[src/rtl/game_display_driver_pkg.sv]
// Shared types and constants for the game status / display-holder block.
package game_display_driver_pkg;

  typedef enum logic [1:0] {
    IDLE    = 2'd0,
    PLAYING = 2'd1,
    OVER    = 2'd2
  } state_t;

  localparam logic [3:0] HEX_BLANK = 4'hF;
  localparam logic [9:0] LED_OVER  = 10'b1010101010;

  // Binary 0..99 to packed two-digit BCD {tens, ones}.
  function automatic logic [7:0] to_bcd2(input int v);
    return {4'(v / 10), 4'(v % 10)};
  endfunction

endpackage

[src/rtl/game_display_driver_bcd2_counter.sv]
// Two-digit BCD counter: load, saturating increment (99) and decrement (00).
// Exposes the next value so the parent can register its outputs from it.
module bcd2_counter #(
  parameter logic [7:0] RST_VAL = 8'h00
) (
  input  logic       clk,
  input  logic       reset,
  input  logic       load,
  input  logic [7:0] load_val,
  input  logic       inc,
  input  logic       dec,
  output logic [7:0] q_nxt
);

  logic [3:0] tens, ones;
  logic       zero, full;

  assign zero = ({tens, ones} == 8'h00);
  assign full = ({tens, ones} == 8'h99);

  always_comb begin
    q_nxt = {tens, ones};
    if (load)
      q_nxt = load_val;
    else if (inc && !full)
      q_nxt = (ones == 4'd9) ? {tens + 4'd1, 4'd0} : {tens, ones + 4'd1};
    else if (dec && !zero)
      q_nxt = (ones == 4'd0) ? {tens - 4'd1, 4'd9} : {tens, ones - 4'd1};
  end

  always_ff @(posedge clk) begin
    if (reset) {tens, ones} <= RST_VAL;
    else       {tens, ones} <= q_nxt;
  end

endmodule

[src/rtl/game_display_driver.sv]
// Game-status sequencer feeding the seven-segment/LEDR stage with digit holders.
// Optional miss limit enabled by defining MISS_LIMIT_EN.
module game_display_driver
  import game_display_driver_pkg::*;
#(
  parameter int CLK_HZ       = 50_000_000,
  parameter int GAME_SECS    = 60,
  parameter int FLASH_CYCLES = 12_500_000,
  parameter int MISS_LIMIT   = 3
) (
  input  logic       CLOCK_50,
  input  logic       reset,
  input  logic       start_game,
  input  logic       userquit,
  input  logic       match_pulse,
  input  logic       miss_pulse,
  input  logic [3:0] mode,
  output logic       ingameOn,
  output logic       gameOver,
  output logic [3:0] hex0hldr,
  output logic [3:0] hex2hldr,
  output logic [3:0] hex3hldr,
  output logic [3:0] hex4hldr,
  output logic [3:0] hex5hldr,
  output logic [9:0] ledrhldr
);

  localparam int         PW       = (CLK_HZ > 1) ? $clog2(CLK_HZ) : 1;
  localparam int         FW       = $clog2(FLASH_CYCLES + 1);
  localparam logic [7:0] GAME_BCD = to_bcd2(GAME_SECS);

  state_t          state, state_nxt;
  logic [PW-1:0]   prescaler;
  logic [FW-1:0]   flash, flash_nxt;
  logic [7:0]      timer_nxt, score_nxt;
  logic            playing, tick, load, miss_over;
  logic [2:0]      miss_led;

  assign playing = (state == PLAYING);
  assign tick    = playing && (prescaler == PW'(CLK_HZ - 1));

  bcd2_counter #(.RST_VAL(GAME_BCD)) u_timer (
    .clk(CLOCK_50), .reset(reset), .load(load), .load_val(GAME_BCD),
    .inc(1'b0), .dec(tick && !userquit), .q_nxt(timer_nxt)
  );

  bcd2_counter #(.RST_VAL(8'h00)) u_score (
    .clk(CLOCK_50), .reset(reset), .load(load), .load_val(8'h00),
    .inc(playing && match_pulse && !userquit), .dec(1'b0), .q_nxt(score_nxt)
  );

  always_comb begin
    state_nxt = state;
    load      = 1'b0;
    if (userquit)
      state_nxt = IDLE;
    else begin
      case (state)
        IDLE, OVER: if (start_game) begin
          state_nxt = PLAYING;
          load      = 1'b1;
        end
        PLAYING: if ((tick && timer_nxt == 8'h00) || miss_over) state_nxt = OVER;
        default: state_nxt = IDLE;
      endcase
    end
  end

  // Flash only survives while staying in PLAYING; leaving cancels it.
  always_comb begin
    flash_nxt = '0;
    if (state_nxt == PLAYING) begin
      if (playing && match_pulse) flash_nxt = FW'(FLASH_CYCLES);
      else if (flash != '0)       flash_nxt = flash - FW'(1);
    end
  end

`ifdef MISS_LIMIT_EN
  localparam logic [1:0] MISS_LIM = 2'(MISS_LIMIT);
  logic [1:0] miss_cnt, miss_nxt;

  always_comb begin
    miss_nxt = miss_cnt;
    if (load)
      miss_nxt = 2'd0;
    else if (playing && miss_pulse && miss_cnt != 2'd3)
      miss_nxt = miss_cnt + 2'd1;
  end

  always_ff @(posedge CLOCK_50) begin
    if (reset) miss_cnt <= 2'd0;
    else       miss_cnt <= miss_nxt;
  end

  assign miss_over = playing && (miss_cnt >= MISS_LIM);
  assign miss_led  = {miss_nxt >= 2'd1, miss_nxt >= 2'd2, miss_nxt == 2'd3};
`else
  logic unused_miss;
  assign unused_miss = miss_pulse & (MISS_LIMIT != 0);
  assign miss_over   = 1'b0;
  assign miss_led    = 3'b000;
`endif

  always_ff @(posedge CLOCK_50) begin
    if (reset) begin
      prescaler <= '0;
      flash     <= '0;
    end else begin
      prescaler <= (!playing || tick) ? '0 : prescaler + PW'(1);
      flash     <= flash_nxt;
    end
  end

  // Outputs are registered from next-state values so events show one cycle later.
  always_ff @(posedge CLOCK_50) begin
    if (reset) begin
      state    <= IDLE;
      ingameOn <= 1'b0;
      gameOver <= 1'b0;
      hex0hldr <= 4'h0;
      hex2hldr <= HEX_BLANK;
      hex3hldr <= HEX_BLANK;
      hex4hldr <= HEX_BLANK;
      hex5hldr <= HEX_BLANK;
      ledrhldr <= '0;
    end else begin
      state    <= state_nxt;
      ingameOn <= (state_nxt == PLAYING);
      gameOver <= (state_nxt == OVER);
      hex0hldr <= mode;
      hex2hldr <= HEX_BLANK;
      hex3hldr <= HEX_BLANK;
      hex4hldr <= HEX_BLANK;
      hex5hldr <= HEX_BLANK;
      ledrhldr <= '0;
      case (state_nxt)
        PLAYING: begin
          {hex3hldr, hex2hldr} <= timer_nxt;
          {hex5hldr, hex4hldr} <= score_nxt;
          ledrhldr <= (flash_nxt != '0) ? 10'h3FF : {miss_led, 7'd0};
        end
        OVER: begin
          {hex5hldr, hex4hldr} <= score_nxt;
          ledrhldr <= LED_OVER;
        end
        default: ;
      endcase
    end
  end

endmodule

[config.mk]
export PLATFORM = sky130hd
export DESIGN_NAME = game_display_driver
export DESIGN_NICKNAME = d
export VERILOG_FILES = /design/src/rtl/game_display_driver_pkg.sv /design/src/rtl/game_display_driver_bcd2_counter.sv /design/src/rtl/game_display_driver.sv
export SDC_FILE = /design/constraint.sdc
export NUM_CORES = 1
export LEC_CHECK = 0
export BUFFER_PORTS_ARGS = -buffer_cell sky130_fd_sc_hd__buf_2
export CAP_MARGIN = 20
export CORE_MARGIN = 8
export CORE_UTILIZATION = 52
export DETAILED_ROUTE_END_ITERATION = 7
export PLACE_DENSITY = 0.7
export SYNTH_ARGS = -nofsm -noshare
export SYNTH_HDL_FRONTEND = slang
export SYNTH_HIERARCHICAL = 1
export SYNTH_SLANG_ARGS = --single-unit
export TNS_END_PERCENT = 1
[constraint.sdc]
create_clock -name CLOCK_50 -period 10.8 [get_ports CLOCK_50]
set_input_delay 2.16 -clock CLOCK_50 [delete_from_list [all_inputs] [get_ports CLOCK_50]]
set_output_delay 2.16 -clock CLOCK_50 [all_outputs]
set_load 0.1 [all_outputs]
==> flow_metrics.py, run 1 <==
metrics = {
    "status": {
        "run_status": "complete, no violations",
    },
    "finish": {
        "antennaDiodeCount": 0,
        "fin_nets": 640,
        "final.fill_count": 850,
        "layout_common_cells": "92 x dfxtp_1, 84 x nor2_1, 40 x buf_2",
        "fin_cells": 752,
        "mostFrequentLayoutCell": "dfxtp_1",
        "area_delta_synth_final_pct": 9.61,
        "postLayoutCoreUtil_pct": 58.6,
        "share_of_final_layout_standard_cells_stronger_than_drive_strength_1_pct": 14.3,
    },
    "worst_setup_path": {
        "r2r-end": "flash[7]",
        "reg2reg_slack_ns": 5.09,
        "critical_path_capture_point_type": "flip-flop",
        "number_of_cells_on_the_worst_reg_to_reg_path": 17,
        "regToRegStartpoint": "prescaler[7]",
        "worst_path_largest_cell_delay_ns": 0.67,
        "cp_common_cell": "inv_1",
        "timing.critical_path.cells": "buf_2 > nor3b_1 > nor3b_2 > and3_4 > a32oi_1 > o311ai_0 > nor4_1 > nand4_1 > nand2_1 > a21o_1 > inv_1 > ha_1 > nand2b_1 > inv_1 > nand3_1 > nor2_1",
        "worstSetupStartpointType": "primary input",
        "criticalPathCategory": "in -> reg",
        "critical_path.slowest_cell": "o311ai_0",
        "cp_max_fo": 13,
        "critPathRequiredTime_ns": 11.08,
        "timing.critical_path.arrival_ns": 6.25,
    },
    "clock_tree": {
        "clock_insertion_delay_worst_skew_ns": 0.35,
        "cts_tree": "done",
        "post_cts_hold_buffers": 0,
        "clock_sink_count": 92,
        "clockRootBuffer": "clkbuf_8",
        "cts_resized": 0,
        "number_of_buffers_inserted_during_clock_tree_synthesis": 9,
        "path_clk_slew_ns": 0.09,
        "cts.htree.levels": 3,
        "setup_bufs_post_cts": 0,
        "cts_buffer_depth": 2,
    },
    "grt": {
        "global_route_wire_length_before_repair_um": 17200,
        "number_of_antenna_violations_at_the_first_check_in_global_routing": 0,
        "global_route.overflow_total": 0,
        "globalRouteTotalUtil_pct": 15.9,
        "largest_net_degree_at_the_start_of_global_routing": 35,
        "grt_pass1_vias": 3847,
    },
    "die": {
        "rows": 35,
        "initial_core_util_pct": 53.4,
        "design.core.area_um2": 9240,
        "die-width_um": 113,
        "dieHeight_um": 113,
        "io-pin-count": 42,
        "die_area_um2": 12900,
    },
    "yosys": {
        "post-synth-top-area-fraction_pct": 37.3,
        "synth.largest_area_cell": "dfxtp_1",
        "number_of_different_library_cells_in_the_post_synthesis_netlist": 80,
        "asyncSetResetFlopFracSynth_pct": 0,
        "syn_avg_cell_area_um2": 8.58,
        "netlist_area_um2": 4940,
        "synth_edf_count": 0,
        "post_synth_xor_area_fraction_pct": 7.81,
        "synth_compound_area_share_pct": 12.7,
        "synth_cells": 575,
        "synth_top_family_by_area": "simple AND/OR/NAND/NOR gates",
        "yosys_warnings": 6,
        "synth.mux.area_fraction_pct": 1.90,
        "area_fraction_in_and_or_nand_and_nor_cells_after_synthesis_pct": 31.5,
        "yosys-top-cells-area": "dfxtp_1 37%, nor2_1 6.4%, xor2_1 4.3%, xnor2_1 3.5%, ha_1 3.0%",
        "ys_dominant_reg_cell": "dfxtp_1",
        "adder_and_majority_gate_portion_of_the_synthesized_area_pct": 3.04,
        "postSynthRegisterBits": 92,
        "sequential_element_share_of_the_synthesized_area_pct": 37.3,
    },
    "place": {
        "dp_hpwl_um": 7360,
        "gp_congestion": 0.838,
        "dp.cells": 736,
        "port_buffers": 40,
    },
    "hold_path": {
        "whs_path_depth": 1,
        "hold_path.class": "reg -> reg",
        "min-delay-start": "prescaler[0]",
        "hold_path_end": "prescaler[0]",
    },
    "timing": {
        "skew_ns": 0.0103,
        "setup_violations": 0,
        "fmax_mhz": 167,
        "timing_max_transition_violations_final": 0,
        "timing_hold_violations_final": 0,
        "final.period_utilization_pct": 55.3,
        "unrepaired_setup_endpoints_after_global_routing": "no",
        "finalCriticalPeriod_ns": 5.97,
        "worst_slew_margin_rel_pct": 42.8,
        "worst-slew-pin-transition_ns": 0.859,
        "finalSetupTns_ns": 0,
    },
    "detailed_routing": {
        "detailed_route_via_count": 4008,
        "detail_route.iter0.violations": 122,
        "route.detailed.vias_per_inst": 5.33,
        "drt_pre_antenna_iters": 5,
        "detail_routed_net_length_per_standard_cell_um": 13.2,
        "postRouteWirelength_um": 9960,
        "post-route-drc-count": 0,
        "ant_nets": 0,
    },
    "flow_run": {
        "maxCapViolations": 0,
    },
    "power_and_ir_drop": {
        "powerDensity_nw_per_um2": 321,
        "peakVddDrop_mv": 0.221,
        "p_leak_nw": 2.09,
    },
}
[state kept, by name, summed over array words and instances, names as in the netlist]
| name | flops |
|---|---|
| ingameOn | 1 |
| prescaler | 26 |
| hex4hldr | 4 |
| u_score/ones | 4 |
| state | 2 |
| gameOver | 1 |
| hex3hldr | 4 |
| flash | 24 |
| u_score/tens | 4 |
| ledrhldr | 2 |
| u_timer/ones | 4 |
| u_timer/tens | 4 |
| hex5hldr | 4 |
| hex0hldr | 4 |
| hex2hldr | 4 |
[final cells by class]
| cell class | instances | area, um2 | area share, % |
|---|---|---|---|
| sequential | 92 | 1840 | 34.0 |
| tap | 129 | 161 | 2.98 |
| clock inverter | 5 | 58.8 | 1.09 |
| inverter | 20 | 75.1 | 1.39 |
| timing repair buffer | 41 | 208 | 3.84 |
| multi-input combinational | 454 | 2910 | 53.9 |
| clock buffer | 11 | 151 | 2.80 |
[layer usage]
metal | part of all wire, % | routed length, um | vias up | GRT usage [%]
met1 | 48 | 4760 | 1871 | 19.5
met4 | 1.2 | 116 | 0 | 4.97
met2 | 47 | 4720 | 42 | 27.0
met5 | 0 | 0 | - | 0
met3 | 3.7 | 366 | 10 | 3.86
li1 | - | - | 2085 | -
[worst max-delay path by stage]
stage | to | slack (ns) | startpoint
6_report | flash[7] | 4.83 | userquit
5_1_grt | flash[14] | 4.45 | userquit
4_1_cts | flash[22] | 4.88 | userquit
3_5_place_dp | flash[9] | 4.49 | userquit
3_3_place_gp | flash[22] | 4.61 | userquit
2_1_floorplan | flash[16] | 5.88 | userquit
[kinds of logic after synthesis]
group                      Yosys count
AOI/OAI and AO/OA                   87
xor gates and xnor gates            44
adders and majority gates           12
buffers and inverters               54
DFF                                 92
muxes                                9
other                                2
and+or+nand+nor                    275
[synth_stat cells, types with 6 or more instances]
cell	n
nand3_1	25
inv_1	20
nor3_1	14
xnor2_1	20
nand4_1	14
nand2_1	34
dfxtp_1	92
ha_1	12
or3_1	14
o31ai_1	8
nor4_1	11
a21oi_1	15
nor2_1	84
o21ai_0	12
buf_2	6
a211oi_1	6
clkbuf_1	14
xor2_1	24
nor2b_1	11
buf_4	9
a31oi_1	8
mux2i_1	6
nand2b_1	16
[where the power goes]
part | internal [mW] | switching (mW)
Sequential | 0.392 | 0.0708
Clock | 0.120 | 0.119
Combinational | 0.414 | 0.620
[worst max-delay path: cells and delay by family]
family,cells,cell delay [ns]
compound gates,3,1.00
fa+ha+maj,1,0.17
simple gates,9,2.32
buf+inv,3,0.59
[per-stage QoR]
step	hold WS, ns	setup slack, ns	cell area (um2)	total power [mW]
after floorplan	0.413	5.88	5030	1.35
after global placement	0.424	4.61	5200	1.48
after detailed placement	0.437	4.49	5200	1.49
after CTS	0.451	4.88	5410	1.74
after global routing	0.479	4.45	5410	1.90
final	0.446	4.83	5410	1.74
No activity file was read; power rests on OpenSTA's default activity.
==> inputs of run 2 (changes only) <==
PLACE_DENSITY = 0.73   (was 0.7)
clock period = 4.9 ns   (was 10.8 ns; I/O delays follow)
==> flow_metrics.py, run 2 (synthesis gave the netlist of run 1 again) <==
metrics = {
    "finish": {
        "area_delta_synth_final_pct": 11.9,
        "regMostFlops": "prescaler",
        "layout_common_cells": "92 x dfxtp_1, 84 x nor2_1, 40 x buf_2",
        "largestRegisters": "prescaler (26), flash (24)",
        "share_of_final_layout_standard_cells_stronger_than_drive_strength_1_pct": 15.3,
        "mostFrequentLayoutCell": "dfxtp_1",
        "antennaDiodeCount": 0,
        "flip_flop_count_of_the_largest_register_after_layout": 26,
        "final.fill_count": 812,
        "fin_nets": 647,
    },
    "timing": {
        "finalCriticalPeriod_ns": 4.53,
        "unrepaired_setup_endpoints_after_global_routing": "no",
        "fmax_mhz": 221,
        "post-route-worst-setup-slack_ns": 0.371,
        "worst-slew-pin-transition_ns": 0.869,
        "worst_slew_margin_rel_pct": 42.0,
        "setup_violations": 0,
        "final.period_utilization_pct": 92.4,
        "skew_ns": 0.00452,
        "worst_hold_slack_ns": 0.449,
        "timing_max_transition_violations_final": 0,
        "timing_hold_violations_final": 0,
        "finalSetupTns_ns": 0,
    },
    "detailed_routing": {
        "postRouteWirelength_um": 10600,
        "top_layer_used": "met4",
        "detail_routed_net_length_per_standard_cell_um": 14.0,
        "post-route-drc-count": 0,
        "wire_length_on_met1_um": 4780,
        "detailed_route_via_count": 4163,
        "met2RoutedLength_um": 5140,
        "ant_nets": 0,
        "route.detailed.vias_per_inst": 5.49,
        "met3_length_um": 540,
        "drt_pre_antenna_iters": 4,
        "detail_route.iter0.violations": 183,
    },
    "worst_setup_path": {
        "crit_buf_inv": 2,
        "timing.critical_path.cells": "or4b_2 > nor4_2 > buf_4 > nor3b_2 > nor3b_4 > and3_4 > a31o_2 > o311ai_0 > nor4_1 > nand4_1 > a221o_1 > inv_1 > ha_1 > or3_1",
        "critical_path_cell_count": 14,
        "criticalPathCategory": "reg -> reg",
        "critical_path_capture_point_type": "flip-flop",
        "number_of_cells_on_the_worst_reg_to_reg_path": 14,
        "critical_path.slowest_cell": "or4b_2",
        "worstSetupStartpointType": "flip-flop",
        "timing.critical_path.arrival_ns": 4.78,
        "worst_path_largest_cell_delay_ns": 0.63,
        "critPathRequiredTime_ns": 5.15,
        "cp_max_fo": 9,
        "critical-path-top-delay-family": "simple AND/OR/NAND/NOR gates",
    },
    "power_and_ir_drop": {
        "combPwrFrac_pct": 58.9,
        "peakVddDrop_mv": 0.530,
        "internal-power_mw": 2.14,
        "p_leak_nw": 2.14,
        "totalPowerFinal_mw": 3.97,
        "power.clock.fraction_pct": 15.4,
        "powerDensity_nw_per_um2": 719,
        "switching_share_of_total_power_pct": 46.1,
        "netSwitchingPower_mw": 1.83,
        "seq_power_share_pct": 25.8,
    },
    "grt": {
        "largest_net_degree_at_the_start_of_global_routing": 35,
        "number_of_antenna_violations_at_the_first_check_in_global_routing": 0,
        "global_route.overflow_total": 0,
        "global_route_wire_length_before_repair_um": 17900,
        "globalRouteTotalUtil_pct": 16.7,
        "grt_pass1_vias": 3916,
    },
    "die": {
        "rows": 35,
        "die-width_um": 113,
        "dieHeight_um": 113,
        "io-pin-count": 42,
        "initial_core_util_pct": 53.4,
        "design.core.area_um2": 9240,
        "die_area_um2": 12900,
    },
    "status": {
        "run_status": "complete, no violations",
    },
    "place": {
        "dp_hpwl_um": 7600,
        "port_buffers": 40,
        "place_worst_setup_slack_ns": 0.341,
        "gp_congestion": 0.839,
    },
    "clock_tree": {
        "cts_tree": "done",
        "clock_sink_count": 92,
        "clockRootBuffer": "clkbuf_8",
        "cts.htree.levels": 3,
        "path_clk_slew_ns": 0.09,
        "cts_buffer_depth": 2,
        "clock_insertion_delay_worst_skew_ns": 0.36,
        "number_of_buffers_inserted_during_clock_tree_synthesis": 9,
    },
    "flow_run": {
        "maxCapViolations": 0,
    },
    "hold_path": {
        "hold_path.class": "reg -> reg",
        "whs_path_depth": 1,
    },
}
-- run 2: path summary, 6_finish.rpt --
check / startpoint / endpoint / slack (ns)
setup / recovery: prescaler[6] / hex5hldr[2] / 0.37
hold / removal: prescaler[0] / prescaler[0] / 0.45
setup reg to reg: prescaler[6] / hex5hldr[2] / 0.37
hold reg to reg: prescaler[0] / prescaler[0] / 0.45
-- run 2: layer usage --
layer / GRT usage (%) / vias up
met3: 3.96 / 15
met5: 0 / -
met1: 20.3 / 1953
li1: - / 2102
met2: 28.3 / 93
met4: 5.68 / 0
-- run 2: cell type report --
class	instances	area (um2)	share of cell area [%]
repair buffers	48	273	4.94
clock inverters	4	97.6	1.77
clock buffers	11	141	2.56
multi-input cells	454	2930	53.1
well taps	129	161	2.92
flip-flops and latches	92	1840	33.4
inverters	20	75.1	1.36
-- run 2: per-stage QoR --
step / util, % / cell area, um2 / std cells
detailed placement: 57.0 / 5270 / 743
CTS: 59.6 / 5500 / 758
global placement: 57.0 / 5270 / 743
floorplan: - / 5030 / 600
global route: 59.8 / 5520 / 758
finish: 59.8 / 5520 / 758
-- run 2: what timing repair did --
item | in CTS | in global routing
endpoints found under the setup margin | 0 | 6
hold buffers | 0 | 0
gates resized for setup | 0 | 3
buffers inserted | 0 | 0
-- run 2: power groups by stage --
| stage | Clock (mW) | Sequential, mW | Combinational [mW] |
|---|---|---|---|
| after floorplan | 0 | 1.07 | 1.90 |
| after global placement | 0 | 1.03 | 2.25 |
| after detailed placement | 0 | 1.04 | 2.30 |
| after CTS | 0.628 | 1.02 | 2.32 |
| after global routing | 0.652 | 1.05 | 2.58 |
| final | 0.610 | 1.02 | 2.34 |
==> inputs of run 3 (changes only) <==
clock period = 3.95 ns   (was 4.9 ns; I/O delays follow)
==> flow_metrics.py, run 3 (synthesis gave the netlist of run 1 again) <==
metrics = {
    "hold_path": {
        "min-delay-start": "prescaler[0]",
        "whs_path_depth": 2,
        "hold_path.class": "reg -> reg",
        "hold_path_end": "prescaler[0]",
    },
    "clock_tree": {
        "clock_insertion_delay_worst_skew_ns": 0.36,
        "cts_buffer_depth": 2,
        "cts_tree": "done",
        "number_of_buffers_inserted_during_clock_tree_synthesis": 9,
        "post_cts_hold_buffers": 0,
        "path_clk_slew_ns": 0.09,
        "cts.htree.levels": 3,
        "clock_sink_count": 92,
        "clockRootBuffer": "clkbuf_8",
    },
    "grt": {
        "grt_pass1_vias": 4367,
        "globalRouteTotalUtil_pct": 18.0,
        "global_route.overflow_total": 0,
        "largest_net_degree_at_the_start_of_global_routing": 35,
        "global_route_wire_length_before_repair_um": 19300,
        "number_of_antenna_violations_at_the_first_check_in_global_routing": 0,
    },
    "timing": {
        "timing_hold_violations_final": 0,
        "fmax_mhz": 250,
        "final.period_utilization_pct": 101,
        "worst_slew_margin_rel_pct": 43.6,
        "skew_ns": 0.0134,
        "timing_max_transition_violations_final": 0,
        "worst-slew-pin-transition_ns": 0.847,
        "post-route-worst-setup-slack_ns": -0.0482,
        "unrepaired_setup_endpoints_after_global_routing": "yes",
        "setup_violations": 14,
        "finalCriticalPeriod_ns": 4.00,
    },
    "detailed_routing": {
        "detail_routed_net_length_per_standard_cell_um": 14.2,
        "route.detailed.vias_per_inst": 5.43,
        "drt_pre_antenna_iters": 4,
        "detail_route.iter0.violations": 238,
        "detailed_route_via_count": 4402,
        "postRouteWirelength_um": 11500,
        "post-route-drc-count": 0,
        "ant_nets": 0,
    },
    "finish": {
        "antennaDiodeCount": 0,
        "layout_common_cells": "90 x dfxtp_1, 78 x nor2_1, 51 x buf_4",
        "regMostFlops": "prescaler",
        "fin_cells": 810,
        "largestRegisters": "prescaler (26), flash (24)",
        "area_delta_synth_final_pct": 23.2,
        "share_of_final_layout_standard_cells_stronger_than_drive_strength_1_pct": 25.6,
        "flip_flop_count_of_the_largest_register_after_layout": 26,
        "mostFrequentLayoutCell": "dfxtp_1",
        "fin_nets": 698,
        "finished_layout_cell_area_um2": 6080,
    },
    "power_and_ir_drop": {
        "p_leak_nw": 2.46,
        "powerDensity_nw_per_um2": 809,
        "peakVddDrop_mv": 0.606,
    },
    "worst_setup_path": {
        "timing.critical_path.arrival_ns": 4.24,
        "worstSetupStartpointType": "flip-flop",
        "timing.critical_path.from": "prescaler[7]",
        "cp_max_fo": 6,
        "number_of_cells_on_the_worst_reg_to_reg_path": 20,
        "criticalPathCategory": "reg -> reg",
        "critical_path_capture_point_type": "flip-flop",
        "critPathRequiredTime_ns": 4.20,
        "regToRegStartpoint": "prescaler[7]",
        "r2r-end": "flash[14]",
        "reg2reg_slack_ns": -0.05,
    },
    "place": {
        "dp_hpwl_um": 8050,
        "detailed_place.area_um2": 5560,
        "port_buffers": 40,
        "gp_congestion": 0.880,
        "dp.cells": 781,
    },
    "die": {
        "io-pin-count": 42,
        "rows": 35,
        "dieHeight_um": 113,
        "die_area_um2": 12900,
        "design.core.area_um2": 9240,
        "initial_core_util_pct": 53.4,
        "die-width_um": 113,
    },
    "status": {
        "violations": "negative setup slack",
        "run_status": "finished, violations left",
    },
    "flow_run": {
        "maxCapViolations": 0,
    },
}
==> run 3: cell count changes in the layout (fill, tap and decap cells not counted), sizes merged <==
cell / previous run / this run
buf: 48 / 99
bufinv: 3 / 0
clkinv: 0 / 2
clkinvlp: 1 / 3
==> run 3: per-layer routing <==
| metal | global-route usage [%] | up-vias | share of wire [%] |
|---|---|---|---|
| met5 | 0 | - | 0 |
| li1 | - | 2205 | - |
| met2 | 31.5 | 93 | 51 |
| met1 | 20.9 | 2085 | 44 |
| met4 | 8.79 | 0 | 2.0 |
| met3 | 2.96 | 19 | 3.7 |
==> run 3: power breakdown <==
group          total [mW]  internal (mW)  switching (mW)  leakage [nW]
Combinational        3.06           1.23            1.83          1.62
Clock               0.595          0.263           0.332        0.0876
Sequential           1.27           1.07           0.195         0.751
==> run 3: final cells by class <==
type | instances | area, um2
tap | 129 | 161
clock buffer | 11 | 151
sequential | 92 | 1840
inverter | 20 | 77.6
timing repair buffer | 99 | 711
multi-input combinational | 454 | 3100
clock inverter | 5 | 36.3
fill | 740 | 3160
==> run 3: worst max-delay path: stages, from the launching register on <==
cell and delay (ns):
dfxtp_2 0.33, or4b_4 0.54, nor4_4 0.20, buf_4 0.15, nor3b_4 0.19, nor3b_4 0.28
and3_4 0.25, buf_4 0.12, a31o_2 0.19, o311ai_4 0.12, nor4_2 0.23, nand4_1 0.17
a221o_1 0.37, buf_6 0.14, ha_4 0.16, nand2b_4 0.08, inv_4 0.04, nand3_4 0.07
buf_6 0.12, buf_12 0.11, nor2_1 0.04
==> run 3: metrics by stage <==
stage	util, %	hold WS [ns]	power (mW)	setup WS (ns)	TNS, ns
after floorplan	-	0.413	3.68	0.0668	0
after global placement	60.2	0.483	4.08	-0.387	-12.71
after detailed placement	60.2	0.488	4.16	-0.400	-13.61
after CTS	64.8	0.518	4.88	-0.0271	-0.214
after global routing	65.8	0.542	5.33	-0.179	-4.17
final	65.8	0.520	4.92	-0.0482	-0.428
==> run 3: timing repair <==
action                     CTS  global route
resized for setup           31            14
setup buffers                9             3
cloned                       1             0
pin swaps                   16            18
setup endpoints to repair   43            42
==> run 3: worst max-delay path by stage <==
stage / slack, ns / endpoint
after floorplan: 0.07 / flash[16]
after global placement: -0.39 / hex4hldr[0]
after detailed placement: -0.40 / hex5hldr[2]
after CTS: -0.03 / flash[14]
after global routing: -0.18 / flash[4]
final: -0.05 / flash[14]
